File: src/rtl/uart_byte_fifo.sv
// Byte FIFO between UART RX (strobe, no backpressure) and UART TX (valid/ready), first-word-fall-through.
// Define UART_BYTE_FIFO_DROP_CNT_EN to build the saturating counter of writes dropped while full.
module uart_byte_fifo #(
  parameter int DEPTH    = 16,
  parameter int AFULL_TH = 14
) (
  input  logic                     clk,
  input  logic                     rst,
  input  logic [7:0]               wr_data,
  input  logic                     wr_en,
  output logic [7:0]               out_data,
  output logic                     out_valid,
  input  logic                     out_ready,
  output logic [$clog2(DEPTH):0]   count,
  output logic                     full,
  output logic                     almost_full,
  output logic [15:0]              drop_cnt
);

  localparam int AW = $clog2(DEPTH);
  localparam int CW = AW + 1;
  localparam logic [CW-1:0] DEPTH_C = CW'(DEPTH);
  localparam logic [CW-1:0] AFULL_C = CW'(AFULL_TH);

  logic [DEPTH-1:0][7:0] mem;
  logic [AW:0]           wr_ptr, rd_ptr;
  logic                  push, pop;

  // Extra pointer MSB separates full from empty; subtraction wraps mod 2*DEPTH.
  assign count       = wr_ptr - rd_ptr;
  assign out_valid   = (count != '0);
  assign full        = (count == DEPTH_C);
  assign almost_full = (count >= AFULL_C);
  assign out_data    = out_valid ? mem[rd_ptr[AW-1:0]] : 8'h00;

  // Full is judged on pre-edge state, so a same-cycle pop cannot rescue a write.
  assign push = wr_en & ~full;
  assign pop  = out_valid & out_ready;

  always_ff @(posedge clk or posedge rst) begin
    if (rst) begin
      wr_ptr <= '0;
      rd_ptr <= '0;
    end else begin
      if (push) wr_ptr <= wr_ptr + 1'b1;
      if (pop)  rd_ptr <= rd_ptr + 1'b1;
    end
  end

  // Storage is not reset; out_data masking hides stale entries.
  always_ff @(posedge clk) begin
    if (push) mem[wr_ptr[AW-1:0]] <= wr_data;
  end

`ifdef UART_BYTE_FIFO_DROP_CNT_EN
  always_ff @(posedge clk or posedge rst) begin
    if (rst)
      drop_cnt <= 16'h0000;
    else if (wr_en && full && drop_cnt != 16'hFFFF)
      drop_cnt <= drop_cnt + 16'h0001;
  end
`else
  assign drop_cnt = 16'h0000;
`endif

endmodule

File: config.mk
export PLATFORM = sky130hd
export DESIGN_NAME = uart_byte_fifo
export DESIGN_NICKNAME = d
export VERILOG_FILES = /design/src/rtl/uart_byte_fifo.sv
export SDC_FILE = /design/constraint.sdc
export NUM_CORES = 1
export LEC_CHECK = 0
export BUFFER_PORTS_ARGS = -buffer_cell sky130_fd_sc_hd__buf_4
export CAP_MARGIN = 40
export CORE_UTILIZATION = 59
export CTS_BUF_LIST = sky130_fd_sc_hd__clkbuf_16
export DETAILED_ROUTE_END_ITERATION = 8
export GPL_TIMING_DRIVEN = 0
export PLACE_DENSITY_LB_ADDON = 0.05
export SLEW_MARGIN = 5
export SYNTH_ARGS = -nofsm -noshare
export SYNTH_HDL_FRONTEND = slang
export SYNTH_SLANG_ARGS = --single-unit
File: constraint.sdc
create_clock -name clk -period 5.45 [get_ports clk]
set_input_delay 0.2725 -clock clk [delete_from_list [all_inputs] [get_ports clk]]
set_output_delay 0.2725 -clock clk [all_outputs]
set_load 0.01 [all_outputs]
==> key figures <==
Clocking
  • Quantity of gates resized following cts: 0
  • Hold bufs inserted after CTS: 1
  • Cts bufs inserted: 17
  • Sink Count: 138
  • CTS tree: yes
  • Clock Tree Buf Depth: 2
  • Clk_lat worst skew: 0.41 ns
  • H-tree Lvls: 4
  • Post-CTS Setup Bufs: 0
  • Reg clk slew, reported paths: 0.06 ns
  • CTS root buf: clkbuf_16

Place
  • Dpl hpwl: 7426 microns
  • Port bufs: 27
  • Routability-driven placement congestion ratio: 0.8446
  • Placed insts: 491

Global routing
  • Global-route wire length before repair: 17680 microns
  • Initial antenna violation count: 0
  • Vias in the first global route: 3056
  • Grt ovf: 0
  • Total GRT Usage: 0.2546
  • Largest net degree at the start of global routing: 17

Drt
  • DRC marker count from the first detailed-route iteration: 265
  • DR DRC count: 0
  • Initial DRT Pass Iterations: 4
  • Post-DRT Antenna Nets: 0
  • Vias/cell: 5.790
  • Routed wire length per instance: 22.30 microns
  • Routed vias: 3028
  • Routed wire length: 11660 microns

Setup path
  • Type of origin of the critical path: flip-flop
  • Slowest-stage cell, CP: ha_1
  • Max incr delay on CP: 0.37 ns
  • Setup crit end kind: output port
  • Most frequent CP cell: buf_2
  • Crit path buf inv count: 6
  • Cell Chain, Critical Path: buf_2 -> buf_2 -> inv_1 -> buf_2 -> ha_1 -> xor2_1 -> a211o_1 -> a2bb2oi_1 -> buf_2 -> a211oi_1 -> buf_4
  • Crit-path leading delay family: buffers and inverters
  • Crit path kind: reg2out
  • WP data required: 5.18 ns
  • CP max FO: 10
  • Worst path arrival time: 3.52 ns

Power
  • Seq pwr share: 0.329
  • Pint: 2.848 mW
  • LEAKAGE: 2.559 nW
  • Psw: 1.337 mW
  • Logic pwr share: 0.376
  • Pwr/cell area: 602.9 mW/mm^2
  • Clk pwr share: 0.296
  • Sw frac: 0.3194
  • Max IR drop VDD: 0.3477 mV

Synth
  • Largest family of logic cells by synthesized area: multiplexers
  • Yosys top cell area share: 0.6570
  • Post-synth EDFFs: 128
  • Yosys warning total: 0
  • Simple-Gate Fraction of Synth Area: 0.05902
  • Top cells by area, synth: edfxtp_1, mux4_2, dfrtp_1
  • Synthesized area: 0.005851 sq mm
  • Synth Register Bits: 138
  • Most area-hungry cell type in the Yosys netlist: edfxtp_1
  • Multiplexer area fraction after synthesis: 0.1414
  • Mapped Cells: 319
  • Syn Area/Cell: 18.34 sq um
  • XOR/XNOR Fraction of Synth Area: 0.01647
  • Adder-Cell Fraction of Synth Area: 0.02267
  • Ys flop type: edfxtp_1
  • Async S/R FF share, synth: 0.07246
  • Most common cell in the synthesized netlist: edfxtp_1
  • List of most frequent post-synthesis cells: edfxtp_1, mux4_2, and3_1
  • Post-synthesis sequential area ratio: 0.6997
  • Post-synthesis compound-gate area fraction: 0.02074
  • Netlist cell types: 38

Floorplanning
  • DIE WIDTH: 101.6 microns
  • Top Ports: 44
  • Chip height: 101.6 microns
  • Row cnt: 35
  • Die area: 0.01032 sq mm
  • Initial Utilization: 0.6214
  • Core ar.: 0.009415 sq mm

STA
  • Fin crit period: 3.790 ns
  • Max Fclk: 263.9 MHz
  • Least-Margin Pin Slew: 0.8389 ns
  • Final hold vios: 0
  • Unrepaired setup endpoints after global routing: false
  • Final setup violation count: 0
  • Fin crit share: 0.6954
  • Rel. slew slack: 0.4383
  • Max-slew violation count: 0
  • Clk_skew: 0.008276 ns
  • Setup TNS: 0 ns

Cells and area
  • Reg area: 0.004094 sq mm
  • FILL cells: 568
  • Non-Filler Instances: 523
  • ANT cells: 0
  • Share of layout cells above drive strength 1: 0.3122
  • Area Overhead vs Synth: 18.63%
  • Area of the multi-input gates: 0.001589 sq mm
  • # nets final: 404

Job
  • Max cap viols: 0

Worst hold path
  • HP Class: in2reg

Status
  • Outcome: complete, no violations
==> area by class of cell <==
cell class	instances	share of cell area
multi-input combinational	157	0.2290
sequential	138	0.5899
tap	129	0.02326
timing repair buffer	29	0.03173
clock buffer	17	0.06129
clock inverter	14	0.03173
buffer	30	0.02830
inverter	9	0.004867
==> final timing paths <==
| check | startpoint | endpoint | slack, ns | depth (start not counted) |
|---|---|---|---|---|
| max reg2reg | rd_ptr[2] | mem[44] | 1.91 | 11 |
| max in group asynchronous | rst | wr_ptr[2] | 4.75 | 3 |
| max | rd_ptr[2] | out_data[4] | 1.66 | 11 |
| min in group asynchronous | rst | rd_ptr[2] | 0.42 | 3 |
| min reg2reg | rd_ptr[4] | rd_ptr[4] | 0.49 | 1 |
| min | wr_data[6] | mem[94] | 0.20 | 1 |
==> cells in the final DEF (no fill, tap or decap), drive strengths merged, types with 4 or more instances in the layout <==
| cell type | synthesis | layout |
|---|---|---|
| edfxtp | 128 | 128 |
| buf | 27 | 55 |
| mux4 | 32 | 32 |
| and3 | 21 | 21 |
| clkbuf | 3 | 20 |
| nand2 | 19 | 19 |
| conb | 1 | 16 |
| inv | 8 | 12 |
| dfrtp | 10 | 10 |
| ha | 9 | 9 |
| a211oi | 9 | 9 |
| mux2i | 8 | 8 |
| xor2 | 7 | 7 |
| nor2 | 6 | 6 |
| bufinv | 0 | 5 |
| xnor2 | 4 | 4 |
==> logic make-up (layout without fill, tap and decap cells) <==
| family | count (synthesis) | count (layout) |
|---|---|---|
| flip-flops | 138 | 138 |
| AND/OR/NAND/NOR | 63 | 63 |
| multiplexers | 42 | 42 |
| buffers and inverters | 39 | 99 |
| AO/OA/AOI/OAI | 15 | 15 |
| XOR/XNOR | 11 | 11 |
| adder cells (fa/ha/maj) | 10 | 10 |
| other | 1 | 16 |
==> metal layers <==
layer	vias to the layer above	GRT usage	part of all wire
met5	-	0	0
met4	0	0.08584	0.0083
met3	8	0.06004	0.070
met2	126	0.3857	0.48
met1	1542	0.3698	0.44
li1	1352	-	-
==> flip-flops by register name (all words and copies together) (netlist names) <==
register and flops:
mem 128, rd_ptr 5, wr_ptr 5
==> per-stage QoR <==
step	setup WS (ns)	cell area [sq um]	power (mW)	utilization	hold WS [ns]
finish	1.660	6940	4.185	0.7371	0.1996
floorplan	2.158	5907	2.408	-	0.1127
CTS	1.685	6940	4.198	0.7371	0.1829
global placement	1.371	6271	2.921	0.6660	0.2858
detailed placement	1.957	6285	2.953	0.6675	0.2855
global route	1.458	6940	4.391	0.7371	0.1858
==> power by group through the flow <==
stage | combinational (mW) | clock (mW) | sequential, mW
6_report | 1.57 | 1.24 | 1.37
5_1_grt | 1.71 | 1.29 | 1.39
4_1_cts | 1.58 | 1.25 | 1.37
3_5_place_dp | 1.56 | 0 | 1.39
3_3_place_gp | 1.54 | 0 | 1.38
2_1_floorplan | 1.04 | 0 | 1.37
Power figures use the tool's default switching activity.
